`config.mk`:
```
export PLATFORM = sky130hd
export DESIGN_NAME = sa_3_bit_en_sequencer
export DESIGN_NICKNAME = d
export VERILOG_FILES = /design/src/rtl/sa_3_bit_en_sequencer.sv
export SDC_FILE = /design/constraint.sdc
export NUM_CORES = 1
export LEC_CHECK = 0
export CORE_AREA = 3 3 40 42
export CTS_CLUSTER_SIZE = 40
export DETAILED_ROUTE_END_ITERATION = 16
export DIE_AREA = 0 0 43 45
export PLACE_DENSITY = 0.58
export SYNTH_ARGS = -nofsm -noshare
export SYNTH_HDL_FRONTEND = slang
export SYNTH_SLANG_ARGS = --single-unit
```
`constraint.sdc`:
```
create_clock -name clk -period 2 [get_ports clk]
set_clock_uncertainty 0.05 [all_clocks]
set_input_delay 0.4 -clock clk [delete_from_list [all_inputs] [get_ports clk]]
set_output_delay 0.4 -clock clk [all_outputs]
set_load 0.005 [all_outputs]
```
`src/rtl/sa_3_bit_en_sequencer.sv`:
```
// Run sequencer for the 3-lane systolic-array enable path.
// One accepted start steps cnt through 0..LAST_CNT; each unstalled RUN cycle
// drives the lane-enable pattern for the current step.
module sa_3_bit_en_sequencer #(
   parameter int unsigned LAST_CNT = 8
) (
   input  logic       clk,
   input  logic       reset_n,
   input  logic       start,
   input  logic       stall,
   input  logic       abort,
   output logic [3:0] cnt,
   output logic [2:0] en,
   output logic       busy,
   output logic       start_ack,
   output logic       done
);

   localparam logic [3:0] LastCnt = 4'(LAST_CNT);

   typedef enum logic [1:0] {
      StIdle = 2'b00,
      StRun  = 2'b01,
      StDone = 2'b10
   } state_e;

   state_e     state_q, state_d;
   logic [3:0] cnt_q, cnt_d;

   // State and step-count registers, cleared asynchronously.
   always_ff @(posedge clk or negedge reset_n) begin
      if (!reset_n) begin
         state_q <= StIdle;
         cnt_q   <= 4'd0;
      end else begin
         state_q <= state_d;
         cnt_q   <= cnt_d;
      end
   end

   // Next-state, next-count and start handshake.
   always_comb begin
      state_d   = state_q;
      cnt_d     = cnt_q;
      start_ack = 1'b0;
      unique case (state_q)
         StIdle: begin
            cnt_d = 4'd0;
            if (start) begin
               start_ack = 1'b1;
               state_d   = StRun;
            end
         end
         StRun: begin
            // Abort outranks both stall and the final-step transition.
            if (abort) begin
               state_d = StIdle;
               cnt_d   = 4'd0;
            end else if (!stall) begin
               if (cnt_q >= LastCnt) begin
                  state_d = StDone;
               end else begin
                  cnt_d = cnt_q + 4'd1;
               end
            end
         end
         StDone: begin
            // Restart straight from DONE gives back-to-back runs.
            cnt_d = 4'd0;
            if (start) begin
               start_ack = 1'b1;
               state_d   = StRun;
            end else begin
               state_d = StIdle;
            end
         end
         default: begin
            state_d = StIdle;
            cnt_d   = 4'd0;
         end
      endcase
   end

   // Lane-enable decode; bubbles whenever not running or stalled.
   always_comb begin
      en = 3'b000;
      if ((state_q == StRun) && !stall) begin
         case (cnt_q)
            4'd0:    en = 3'b111;
            4'd1:    en = 3'b101;
            4'd2:    en = 3'b010;
            4'd3:    en = 3'b100;
            4'd4:    en = 3'b010;
            4'd5:    en = 3'b001;
            4'd6:    en = 3'b110;
            4'd7:    en = 3'b001;
            4'd8:    en = 3'b111;
            default: en = 3'b000;
         endcase
      end
   end

   assign cnt  = cnt_q;
   assign busy = (state_q == StRun);
   assign done = (state_q == StDone);

endmodule

```
==> results of run 1 <==
[Yosys cell counts]
cell                       number
sky130_fd_sc_hd__or3_1          1
sky130_fd_sc_hd__o211ai_1       1
sky130_fd_sc_hd__a21oi_2        1
sky130_fd_sc_hd__nor2_1         4
sky130_fd_sc_hd__and2b_1        1
sky130_fd_sc_hd__ha_1           4
sky130_fd_sc_hd__nand2b_1       1
sky130_fd_sc_hd__a31oi_1        1
sky130_fd_sc_hd__and2b_2        1
sky130_fd_sc_hd__o21bai_1       1
sky130_fd_sc_hd__nor3_1         1
sky130_fd_sc_hd__nand2_2        1
sky130_fd_sc_hd__nor2b_1        2
sky130_fd_sc_hd__mux2i_1        1
sky130_fd_sc_hd__dfrtp_1        6
sky130_fd_sc_hd__nor3b_1        1
sky130_fd_sc_hd__xnor2_1        2
sky130_fd_sc_hd__or2_2          1
sky130_fd_sc_hd__a21oi_1        3
sky130_fd_sc_hd__inv_1          5
sky130_fd_sc_hd__nand2_1        1
sky130_fd_sc_hd__o31ai_1        1
sky130_fd_sc_hd__o21ai_0        1
[path summary, 6_finish.rpt]
| kind | from | depth (start not counted) | to |
|---|---|---|---|
| worst min register to register | state_q[0] | 2 | state_q[0] |
| min in group clk | state_q[0] | 2 | state_q[0] |
| worst max register to register | cnt[0] | 5 | cnt[2] |
| worst max-delay path | start | 3 | start_ack |
| worst min-delay path | reset_n | 1 | cnt[2] |
| max in group asynchronous | reset_n | 1 | cnt[3] |
[layer usage]
layer,GRT usage,up-vias
met4,0.0904,0
met2,0.156,7
met5,0,-
met3,0.0239,2
li1,-,192
met1,0.101,169
[area by class of cell]
type | count | share of cell area
inverter | 5 | 0.0296
tap | 15 | 0.0296
sequential | 6 | 0.237
timing repair buffer | 22 | 0.292
clock buffer | 3 | 0.0356
multi-input combinational | 31 | 0.375
[cells in the final DEF, fill, tap and decap left out, drive strengths merged]
master | Yosys | routed
a21oi | 4 | 4
and2b | 2 | 2
xnor2 | 2 | 2
inv | 5 | 5
nand2 | 2 | 2
clkbuf | 0 | 4
nor3 | 1 | 1
buf | 0 | 10
nor3b | 1 | 1
nor2 | 4 | 4
o31ai | 1 | 1
clkdlybuf4s50 | 0 | 11
mux2i | 1 | 1
a31oi | 1 | 1
o211ai | 1 | 1
ha | 4 | 4
nor2b | 2 | 2
o21ai | 1 | 1
or3 | 1 | 1
dfrtp | 6 | 6
o21bai | 1 | 1
or2 | 1 | 1
nand2b | 1 | 1
[state kept, by name, summed over array words and instances (netlist names)]
register  count
cnt           4
state_q       2
[cells by family after synthesis]
family / after synthesis
adders and majority gates: 4
xor gates and xnor gates: 2
buffers and inverters: 5
AOI/OAI and AO/OA: 9
muxes: 1
DFF: 6
and+or+nand+nor: 15
[power by group]
group / internal (mW) / total, mW / switching (mW) / leakage [nW]
combinational: 0.0462 / 0.0802 / 0.0340 / 0.188
sequential: 0.127 / 0.130 / 0.00290 / 0.0813
clock: 0.0673 / 0.103 / 0.0356 / 0.0138
[per-stage QoR]
| stage | hold WS (ns) | setup TNS (ns) | utilization |
|---|---|---|---|
| after floorplan | 0.0544 | 0 | - |
| after global placement | 0.537 | -0.259 | 0.467 |
| after detailed placement | 0.548 | -0.284 | 0.467 |
| after CTS | 0.338 | 0 | 0.488 |
| after global routing | 0.338 | -0.0237 | 0.493 |
| final | 0.343 | 0 | 0.493 |
[timing repair]
item / 4_1_cts / 5_1_grt
pin swaps: 1 / 1
endpoints found under the setup margin: 3 / 3
resized for setup: 8 / 7
buffers inserted: 0 / 1
==> impl_metrics.json, run 1 <==
{
  "run_status": "finished, final reports clean",
  "std_cell_rows": 13,
  "post_dp_cell_area_sq_um": 601,
  "critical_path_buf_inv_count": 2,
  "hold_class": "in -> async",
  "post-place-cells": 78,
  "h_tree_level_count": 1,
  "critical_path.slowest_cell": "sky130_fd_sc_hd__clkdlybuf4s50_1",
  "max_slew_violation_count": 0,
  "stdcell_count": 82,
  "timing.max_cap.violations": 0,
  "grt_first_pass_wirelength_microns": 1300,
  "placer_s_final_routability_congestion_estimate": 0.741,
  "most_prevalent_standard_cell_on_the_critical_path": "sky130_fd_sc_hd__clkdlybuf4s50_1",
  "cts.hold.buffers_added": 0,
  "grt-ovfl-total": 0,
  "number_of_nets_at_the_end_of_the_flow": 78,
  "fp.dieW_microns": 43,
  "avgViaCountPerCell": 4.51,
  "arrival_time_of_data_at_the_critical_path_endpoint_ns": 1.50,
  "vias": 370,
  "sum_of_met2_wire_segment_lengths_after_detailed_routing_microns": 447,
  "maxSlewHeadroom": 0.834,
  "top_layer_used": "met4",
  "layout_worst_path_cycle_share": 0.974,
  "synth_fa_ha_area_frac": 0.129,
  "rsz0062_at_grt": "true",
  "syn-num-nets": 51,
  "cts.sink_count": 6,
  "cts_tree": "yes",
  "register_area_sq_um": 150,
  "coreArea_sq_um": 1280,
  "category_of_the_worst_setup_path_launch_point": "input port",
  "min_period_ns": 1.95,
  "synthDistinctLibCells": 23,
  "multi_input_area_sq_um": 238,
  "worst_path_largest_cell_delay_ns": 0.51,
  "post-place-ws_ns": -0.110,
  "worst_ep_required_time_ns": 1.55,
  "clock_latency_ns": 0.23,
  "globalRouteTotalUtil": 0.0958,
  "initial_core_utilization": 0.303,
  "avgSynthCellArea_sq_um": 9.26,
  "route.antenna.remaining_nets": 0,
  "irDropWorstVdd_uv": 259,
  "detailed_routing_iterations_pass_1": 1,
  "clk_transition_reported_paths_ns": 0.04,
  "wire_per_inst_microns": 10.6,
  "worst-setup-path-type": "in -> out",
  "insertedDiodeCount": 0,
  "total_power_mw": 0.313,
  "crit_fanout": 2,
  "finish.instance_area_sq_um": 633,
  "share_of_cell_area_taken_by_muxes_after_synthesis": 0.0257,
  "worst-slew-pin-transition_ns": 0.248,
  "setup_viol": 0,
  "synth_top_cell_by_area": "sky130_fd_sc_hd__dfrtp_1",
  "netlist_instances": 42,
  "wl_met1_microns": 381,
  "fill_cells": 139,
  "power.leakage_nw": 0.283,
  "cts.root.buffer_cell": "sky130_fd_sc_hd__clkbuf_4",
  "port_buffers": 14,
  "proportion_of_synthesized_chip_area_in_sequential_cells": 0.386,
  "post-route-worst-setup-slack_ns": 0.0515,
  "grt_max_degree": 7,
  "critical-path-top-delay-family": "buffers and inverters",
  "synth-simple-area-share": 0.219,
  "num_io_pins": 15,
  "first_global_vias": 344,
  "power_per_cell_area_nw_per_um2": 494,
  "cp_cell_sequence": "clkdlybuf4s50_1 > nor2b_1 > clkdlybuf4s50_1",
  "synth-seq-cells": 6,
  "r2r_slack_ns": 0.78,
  "synth_xor_area_frac": 0.0450,
  "synth.cell_area_sq_um": 389,
  "detailedRoute.firstIterationViolations": 0,
  "synth_top_cell_area_share": 0.386,
  "detailroute.wirelength.met3_microns": 34,
  "remaining_drc_errors": 0,
  "final-hold-violation-count": 0,
  "cts_buffers": 3,
  "combinational_family_with_the_most_area_after_synthesis": "simple AND/OR/NAND/NOR gates",
  "full_die_area_sq_um": 1940,
  "maxClockFrequency_ghz": 0.513,
  "yosys_warnings": 0,
  "wirelength_microns": 871,
  "clockBufferDepth": 2,
  "die_height_microns": 45,
  "synth.area.top_cells": "sky130_fd_sc_hd__dfrtp_1 (39%), sky130_fd_sc_hd__ha_1 (13%), sky130_fd_sc_hd__inv_1 (4.8%), sky130_fd_sc_hd__xnor2_1 (4.5%), sky130_fd_sc_hd__a21oi_1 (3.9%)",
  "critical_path.endpoint_type": "primary output",
  "drive_above_1_share": 0.313,
  "layout-area-overhead-vs-synth_pct": 62.7,
  "grt_antenna_before_repair": 0,
  "synth_compound_area_frac": 0.148
}
Note: power is estimated with default switching activity, not from simulation.
==> run 2, diff against run 1 <==
--- a/config.mk
+++ b/config.mk
@@ -5,11 +5,14 @@
 export SDC_FILE = /design/constraint.sdc
 export NUM_CORES = 1
 export LEC_CHECK = 0
-export CORE_AREA = 3 3 40 42
+export CELL_PAD_IN_SITES_DETAIL_PLACEMENT = 1
+export CELL_PAD_IN_SITES_GLOBAL_PLACEMENT = 2
+export CORE_MARGIN = 3
+export CORE_UTILIZATION = 23
 export CTS_CLUSTER_SIZE = 40
 export DETAILED_ROUTE_END_ITERATION = 16
-export DIE_AREA = 0 0 43 45
-export PLACE_DENSITY = 0.58
+export PLACE_DENSITY = 0.75
+export SLEW_MARGIN = 20
 export SYNTH_ARGS = -nofsm -noshare
 export SYNTH_HDL_FRONTEND = slang
 export SYNTH_SLANG_ARGS = --single-unit
==> impl_metrics.json, run 2 (synthesized netlist as in run 1, its figures left out) <==
{
  "run_status": "finished, final reports clean",
  "post-place-cells": 80,
  "power.combinational.fraction": 0.246,
  "detailed_routing_iterations_pass_1": 1,
  "irDropWorstVdd_uv": 362,
  "max_ffs_per_register": 4,
  "reg2regPathDepth": 5,
  "number_of_nets_at_the_end_of_the_flow": 80,
  "worst_path_largest_cell_delay_ns": 0.51,
  "timing.max_cap.violations": 0,
  "std_cell_rows": 14,
  "h_tree_level_count": 1,
  "initial_core_utilization": 0.252,
  "coreArea_sq_um": 1540,
  "clkPwrFrac": 0.346,
  "min_period_ns": 1.95,
  "worst-slew-pin-transition_ns": 0.283,
  "cts_buffers": 3,
  "final-hold-violation-count": 0,
  "clk_transition_reported_paths_ns": 0.05,
  "power.leakage_nw": 0.295,
  "cp_cell_sequence": "clkdlybuf4s50_1 > nor2b_2 > clkdlybuf4s50_1",
  "avgViaCountPerCell": 4.48,
  "multi_input_area_sq_um": 240,
  "most_prevalent_standard_cell_on_the_critical_path": "sky130_fd_sc_hd__clkdlybuf4s50_1",
  "layout_worst_path_cycle_share": 0.973,
  "worst_r2r_startpoint": "cnt[1]",
  "vias": 381,
  "maxSlewHeadroom": 0.811,
  "stdcell_count": 85,
  "grt.met3_usage": 0.0383,
  "post_dp_cell_area_sq_um": 609,
  "grt_use_met1": 0.159,
  "power_switching_mw": 0.0798,
  "critical_path.endpoint_type": "primary output",
  "critical_path.slowest_cell": "sky130_fd_sc_hd__clkdlybuf4s50_1",
  "max_slew_violation_count": 0,
  "finalCoreUtilization": 0.423,
  "full_die_area_sq_um": 2220,
  "clockBufferDepth": 2,
  "route.antenna.remaining_nets": 0,
  "global_route.peak_usage_layer": "met2",
  "worst_ep_required_time_ns": 1.55,
  "final_common_cell": "sky130_fd_sc_hd__clkdlybuf4s50_1",
  "insertedDiodeCount": 0,
  "wire_per_inst_microns": 11.7,
  "fill_cells": 187,
  "setup_tns_ns": 0,
  "cts.sink_count": 6,
  "power_report.internal_total_mw": 0.240,
  "first_global_vias": 410,
  "worst_r2r_endpoint": "cnt[2]",
  "rsz0062_at_grt": "true",
  "fp.dieW_microns": 47.1,
  "layout-area-overhead-vs-synth_pct": 67.5,
  "wirelength_microns": 998,
  "crit_fanout": 2,
  "cts_tree": "yes",
  "finish.instance_area_sq_um": 652,
  "clock_latency_ns": 0.24,
  "remaining_drc_errors": 0,
  "r2r_slack_ns": 0.67,
  "maxClockFrequency_ghz": 0.514,
  "detailedRoute.firstIterationViolations": 0,
  "dp.final_hpwl_microns": 814,
  "post-route-worst-setup-slack_ns": 0.0545,
  "switching_share": 0.250,
  "hold_slack_ns": 0.347,
  "cts.root.buffer_cell": "sky130_fd_sc_hd__clkbuf_4",
  "post-place-ws_ns": -0.150,
  "grt_first_pass_wirelength_microns": 1730,
  "most-common-layout-cells": "sky130_fd_sc_hd__clkdlybuf4s50_1 (11), sky130_fd_sc_hd__buf_4 (10), sky130_fd_sc_hd__dfrtp_1 (6)",
  "part_of_the_power_in_registers": 0.409,
  "total_power_mw": 0.320,
  "placer_s_final_routability_congestion_estimate": 0.762,
  "arrival_time_of_data_at_the_critical_path_endpoint_ns": 1.50,
  "register_area_sq_um": 150,
  "category_of_the_worst_setup_path_launch_point": "input port",
  "grt_antenna_before_repair": 0,
  "timing.critical_path.from": "start",
  "hold_class": "in -> async",
  "port_buffers": 14,
  "globalRouteTotalUtil": 0.111,
  "grt_max_degree": 7,
  "drive_above_1_share": 0.348,
  "power_per_cell_area_nw_per_um2": 490,
  "setup.worst_path.end": "start_ack",
  "worst-setup-path-type": "in -> out",
  "grt-ovfl-total": 0,
  "setup_viol": 0,
  "die_height_microns": 47.1,
  "num_io_pins": 15,
  "global_route_met2_utilization": 0.165
}
==> run 2: changes by cell type in the layout (fill, tap and decap cells not counted), sizes merged <==
cell,before,now
clkbuf,4,3
buf,10,13
==> run 2: how the worst min path moves through the flow <==
stage | depth (start not counted) | end | from
after detailed placement | 2 | state_q[0] | state_q[0]
after floorplan | 0 | cnt[0] | reset_n
after CTS | 1 | state_q[1] | reset_n
after global placement | 2 | state_q[0] | state_q[0]
after global routing | 1 | state_q[0] | reset_n
final | 1 | cnt[1] | reset_n
==> run 2: per-layer routing <==
layer | vias to the layer above | part of all wire
met4 | 0 | 0
met2 | 10 | 0.48
met1 | 177 | 0.47
met5 | - | 0
li1 | 194 | -
met3 | 0 | 0.056
==> run 2: power groups by stage <==
stage          combinational, mW  sequential, mW  clock [mW]
2_1_floorplan             0.0289           0.133           0
3_3_place_gp              0.0809           0.132           0
3_5_place_dp              0.0816           0.132           0
4_1_cts                   0.0766           0.130       0.113
5_1_grt                   0.0891           0.131       0.123
6_report                  0.0785           0.131       0.111
==> run 2: critical path, delay by kind of cell <==
| kind | cells | cell delay, ns |
|---|---|---|
| and+or+nand+nor | 1 | 0.14 |
| buffers and inverters | 2 | 0.96 |
==> run 2: final cells by class <==
class / count / share of cell area
multi-input cells: 31 / 0.369
clock buffers: 3 / 0.0345
repair buffers: 24 / 0.307
inverters: 5 / 0.0288
well taps: 16 / 0.0307
flip-flops and latches: 6 / 0.230
==> run 2: repair_timing <==
item                                    in CTS  in global routing
endpoints found under the setup margin       3                  4
gates resized for setup                     13                  4
pin swaps                                    1                  1
buffers inserted                             1                  1
hold buffers                                 0                  0
==> RTL change 1 (config.mk and constraints of run 1) <==
Make the reset (`reset_n`) synchronous in one clocked block. Comments in the files are not updated.
--- a/src/rtl/sa_3_bit_en_sequencer.sv
+++ b/src/rtl/sa_3_bit_en_sequencer.sv
@@ -30,3 +30,3 @@
    // State and step-count registers, cleared asynchronously.
-   always_ff @(posedge clk or negedge reset_n) begin
+   always_ff @(posedge clk) begin
       if (!reset_n) begin
Function: differs if reset_n is asserted again (counterexample within 4 cycles, from zero or initial values and one cycle with reset_n low); with reset_n held inactive, the same outputs for 10 cycles.
==> RTL change 1 against run 1 <==
- area after synthesis rose by 12%
- critical path depth rose by 1
- design area rose by 2.4%
- largest cell class unchanged
- sequential cell count rose by 3
- power rose by 21%
- count of clock-buffer cells in the layout rose by 1
- setup slack improved by 0.038 ns
- routed wire length rose by 4.7%
==> RTL change 1: results (changes against run 1) <==
Placed design
  • GP Congestion: 0.780 (was 0.741)
  • Number of I/O port buffers: 14 (unchanged)
  • Placed insts: 81 (was 78)
  • Post-DP HPWL: 697 µm
  • Post-DP Area: 616 µm² (was 601 µm²)

Synthesis
  • Netlist cell types: 21 (was 23)
  • FFs w/ async S/R, synth: 0% (was 100%)
  • Post-synth EDFFs: 0 (unchanged)
  • Sequential cell area fraction in the yosys report: 41.5% (was 38.6%)
  • Mapped Nets: 56 (was 51)
  • Synth top cells by count: dfxtp_1, inv_1, nor2_1, nor2b_1, and3_1 (was dfrtp_1, inv_1, ha_1, nor2_1, a21oi_1)
  • Dominant cells by area after synthesis: dfxtp_1, ha_1, nor2b_1 (was dfrtp_1, ha_1, inv_1)
  • Avg Cell Area, Syn: 8.86 µm² (was 9.26 µm²)

Detailed routing
  • Drt pass-1 iters: 3 (was 1)
  • Vias per inst: 4.60 (was 4.51)
  • Drt initial violations: 1 (was 0)
  • WL per Instance: 10.7 µm (was 10.6 µm)

Clock network
  • Clock slew at reported path FFs: 0.06 ns (was 0.04 ns)
  • Clock Latency Late Sink: 0.26 ns (was 0.23 ns)
  • H-tree levels: 1 (unchanged)
  • CTS Buffer Depth: 2 (unchanged)
  • TritonCTS Buffers: 3 (unchanged)
  • CTS Hold Bufs: 0 (unchanged)
  • Clock root buffer: clkbuf_4 (unchanged)

Global route
  • Antenna violations before repair: 0 (unchanged)
  • First-pass GRT wire length: 1570 µm (was 1300 µm)
  • Vias in the first global route: 385 (was 344)
  • Pin count of the biggest net entering global routing: 8 (was 7)
  • GR Util All Layers: 11.8% (was 9.58%)

Cells and area
  • Final nets: 78 (unchanged)
  • Layout filler cell count: 134 (was 139)
  • Layout cells sized above 1: 14.3% (was 31.3%)
  • Final std cells w/o fill: 85 (was 82)
  • Ant diodes: 0 (unchanged)

Worst setup path
  • Max incr delay on CP: 0.49 ns (was 0.51 ns)
  • Top cell by count, worst path: clkdlybuf4s50_1 (unchanged)
  • Top delay family on crit path: buffers and inverters (unchanged)
  • Crit path DAT: 1.46 ns (was 1.50 ns)

Worst hold path
  • Tightest Hold Check Type: register to register (was input port to async pin)

STA
  • Max_slew headroom: 72.6% (was 83.4%)
  • Final setup fails: 0 (unchanged)

Pwr
  • Leakage Power: 0.000274 µW (was 0.000283 µW)
  • Worst ir drop on vdd: 0.000253 V (was 0.000259 V)

Run status
  • Run status: finished clean (unchanged)
[RTL change 1: logic make-up (layout without fill, tap and decap cells)]
family	Yosys count	in the layout	share of synthesized area [%]
simple gates	22	22	28.8
flops	9	9	41.5
compound gates	6	6	10.1
buf+inv	6	27	5.19
fa+ha+maj	2	2	5.76
xor+xnor	2	2	4.04
mux	2	2	4.61
[RTL change 1: stage by stage]
step | worst slack (ns) | hold slack [ns] | util [%] | setup TNS (ns)
5_1_grt | 0.0226 | 0.604 | 50.4 | 0
4_1_cts | 0.0634 | 0.540 | 50.0 | 0
3_3_place_gp | 0.00109 | 0.520 | 47.9 | 0
3_5_place_dp | -0.0182 | 0.532 | 47.9 | -0.0440
2_1_floorplan | 0.550 | 0.486 | - | 0
6_report | 0.0893 | 0.542 | 50.4 | 0
[RTL change 1: area by class of cell]
| cell class | count | area share, % |
|---|---|---|
| multi-input cells | 34 | 36.9 |
| flip-flops and latches | 9 | 27.8 |
| repair buffers | 17 | 24.9 |
| clock buffers | 4 | 4.05 |
| inverters | 6 | 3.47 |
| well taps | 15 | 2.90 |
[RTL change 1: worst min-delay path, cell delays in order, from the launching register on]
cell	delay, ns
dfxtp_1	0.34
nand2b_1	0.13
a21boi_0	0.08
[RTL change 1: path summary, 6_finish.rpt]
| kind | from | endpoint | slack (ns) | depth (start not counted) |
|---|---|---|---|---|
| worst max-delay path | start | start_ack | 0.09 | 4 |
| worst min register to register | state_q[0]$_SDFFE_PN0P_ | state_q[0]$_SDFFE_PN0P_ | 0.54 | 2 |
| worst max register to register | cnt[0]$_SDFFE_PP0P_ | register | 0.46 | 6 |
| worst min-delay path | state_q[0]$_SDFFE_PN0P_ | state_q[0]$_SDFFE_PN0P_ | 0.54 | 2 |
[RTL change 1: metal layers]
metal | track usage, % | vias up | wire length (µm)
met3 | 3.98 | 5 | 73
met5 | 0 | - | 0
li1 | - | 206 | -
met4 | 12.7 | 0 | 45
met2 | 17.7 | 18 | 363
met1 | 12.4 | 162 | 429
[RTL change 1: report_power, final]
part	internal [µW]	switching, µW
combinational	30.8	18.6
clock	77.1	66.1
sequential	182	2.31
[RTL change 1: what timing repair did]
item	CTS	global route
endpoints found under the setup margin	3	2
resized for setup	3	1
buffers inserted	0	0
==> RTL change 2 (settings of run 1) <==
Made on the original files. `LAST_CNT`: 8 -> 4.
--- a/src/rtl/sa_3_bit_en_sequencer.sv
+++ b/src/rtl/sa_3_bit_en_sequencer.sv
@@ -4,3 +4,3 @@
 module sa_3_bit_en_sequencer #(
-   parameter int unsigned LAST_CNT = 8
+   parameter int unsigned LAST_CNT = 4
 ) (
Function: changed (a bounded check fails within 10 cycles, from zero or initial values and one cycle with reset_n low).
==> RTL change 2 against run 1 <==
- the flow now finishes with violations (setup timing)
- power increased by 8.4%
- design area grew 2.0%
- maximum frequency fell by 6.1%
- routed wire length up 8.0%
- sequential share of layout area decreased by 0.46 points
- setup slack worse by 0.13 ns
- area after synthesis grew 4.8%
- sequential cell count unchanged
- cell count is 1.2% lower
- critical path type is now register to output pin
==> RTL change 2: results (changes against run 1) <==
Run status
  • Failing checks: setup timing
  • Run status: complete, but fails checks (was finished clean)

Worst setup path
  • Worst R2R Path Depth: 4 (was 5)
  • CP endpoint: en[2] (was start_ack)
  • Crit. Startpoint: cnt[1]$_DFFE_PN0P_ (was start)
  • Crit path DAT: 1.62 ns (was 1.50 ns)
  • Max FO, Critical Path: 2 (unchanged)
  • R2R Setup Slk: 0.67 ns (was 0.78 ns)
  • R2R Path End: cnt[1]$_DFFE_PN0P_ (was cnt[2]$_DFFE_PN0P_)
  • Crit-path slowest cell: dfrtp_1 (was clkdlybuf4s50_1)
  • Max incr delay on CP: 0.38 ns (was 0.51 ns)
  • Worst r2r src: cnt[3]$_DFFE_PN0P_ (was cnt[0]$_DFFE_PN0P_)

Clock network
  • CTS Buffer Depth: 2 (unchanged)
  • Clock slew at reported path FFs: 0.05 ns
  • Clock Latency Late Sink: 0.25 ns (was 0.23 ns)
  • Clock root buffer: clkbuf_4 (unchanged)
  • H-tree levels: 1 (unchanged)
  • TritonCTS Buffers: 3 (unchanged)

Global route
  • Vias in the first global route: 381 (was 344)
  • Pin count of the biggest net entering global routing: 10 (was 7)
  • First-pass GRT wire length: 1670 µm (was 1300 µm)
  • GR Util All Layers: 12.2% (was 9.58%)
  • Antenna violations before repair: 0 (unchanged)

Detailed routing
  • Drt initial violations: 2 (was 0)
  • Vias per inst: 4.63 (was 4.51)
  • Drt pass-1 iters: 4 (was 1)
  • Final WL: 941 µm (was 871 µm)

Synthesis
  • Sequential cell area fraction in the yosys report: 36.8% (was 38.6%)
  • Commonest register cell after synthesis: dfrtp_1 (unchanged)
  • Netlist cell types: 19 (was 23)
  • FFs w/ async S/R, synth: 100% (unchanged)
  • Synth Warn #: 0 (unchanged)
  • Post-synth EDFFs: 0 (unchanged)
  • Dominant cells by area after synthesis: dfrtp_1, ha_1, nor2_1 (was dfrtp_1, ha_1, inv_1)
  • Mapped Nets: 51 (unchanged)
  • Synth top cells by count: nor2_1, dfrtp_1, ha_1, inv_1, nor2b_1 (was dfrtp_1, inv_1, ha_1, nor2_1, a21oi_1)

Cells and area
  • Final nets: 77 (was 78)
  • Layout cells sized above 1: 31.8% (was 31.3%)
  • Ant diodes: 0 (unchanged)
  • Largest register FFs: 4 (unchanged)

STA
  • Final worst-path setup slack: -0.0747 ns (was 0.0515 ns)
  • Worst slew pin tran: 0.345 ns (was 0.248 ns)
  • Final setup fails: 2 (was 0)

Worst hold path
  • Tightest Hold Check Type: input port to async pin (unchanged)

Placed design
  • Number of I/O port buffers: 14 (unchanged)
  • Post-DP HPWL: 725 µm
  • Post-DP Area: 608 µm² (was 601 µm²)
  • GP Congestion: 0.710 (was 0.741)

Pwr
  • Leakage Power: 0.000302 µW (was 0.000283 µW)
  • Worst ir drop on vdd: 0.000352 V (was 0.000259 V)
## RTL change 2: cell types whose count changed in the layout (fill, tap and decap cells not counted), sizes merged, moves of 2 or more
cell and change:
a21boi +2, nor2 +4, and2b -2, a21oi -2
## RTL change 2: how the worst min path moves through the flow
stage	startpoint	endpoint	cells after the start
floorplan	reset_n	cnt[0]$_DFFE_PN0P_	0
global placement	cnt[2]$_DFFE_PN0P_	cnt[2]$_DFFE_PN0P_	3
detailed placement	cnt[0]$_DFFE_PN0P_	cnt[0]$_DFFE_PN0P_	3
CTS	reset_n	state_q[0]$_DFFE_PN0P_	1
global route	reset_n	state_q[1]$_DFFE_PN0P_	1
finish	reset_n	state_q[0]$_DFFE_PN0P_	1
## RTL change 2: cell type report
cell class,instances,area (µm²)
fillers,131,639
clock buffers,3,22.5
repair buffers,22,188
flip-flops and latches,6,150
well taps,15,18.8
inverters,4,15.0
multi-input cells,31,251
## RTL change 2: cells by family (layout without fill, tap and decap cells)
| kind of cell | Yosys count | in the layout | share of synthesized area [%] |
|---|---|---|---|
| AOI/OAI and AO/OA | 9 | 9 | 19.6 |
| xor gates and xnor gates | 1 | 1 | 2.15 |
| adders and majority gates | 4 | 4 | 12.3 |
| buffers and inverters | 5 | 29 | 6.44 |
| DFF | 6 | 6 | 36.8 |
| muxes | 1 | 1 | 2.45 |
| and+or+nand+nor | 16 | 16 | 20.2 |
## RTL change 2: stage by stage
step / std cells / util (%) / setup TNS, ns / setup WS, ns / hold slack [ns]
CTS: 81 / 50.0 / -0.164 / -0.0823 / 0.343
floorplan: 42 / - / 0 / 0.184 / 0.0544
finish: 81 / 50.2 / -0.143 / -0.0747 / 0.346
global route: 81 / 50.2 / -0.326 / -0.168 / 0.360
global placement: 77 / 47.3 / -1.12 / -0.382 / 0.583
detailed placement: 77 / 47.3 / -1.17 / -0.402 / 0.592
## RTL change 2: metal layers
metal	vias to the layer above	GRT usage (%)	part of all wire, %	wire, µm
met5	-	0	0	0
met4	0	9.04	1.6	15
met3	4	3.59	3.2	30
met2	8	17.7	51	479
met1	177	15.3	44	416
li1	186	-	-	-
## RTL change 2: timing repair
item,4_1_cts,5_1_grt
setup endpoints to repair,3,3
resized for setup,18,1
endpoints found under the hold margin,0,0
pin swaps,2,0
setup buffers,1,0
## RTL change 2: critical path, delay by kind of cell, from the launching register on
kind / cells / cell delay (ns)
and+or+nand+nor: 1 / 0.06
buffers and inverters: 3 / 0.36
adders and majority gates: 1 / 0.15
AOI/OAI and AO/OA: 2 / 0.43
DFF: 1 / 0.38
## RTL change 2: power breakdown
part | switching, µW | internal, µW
logic | 39.2 | 57.1
registers | 2.64 | 127
clock network | 45.6 | 68.0
total | 87.5 | 252
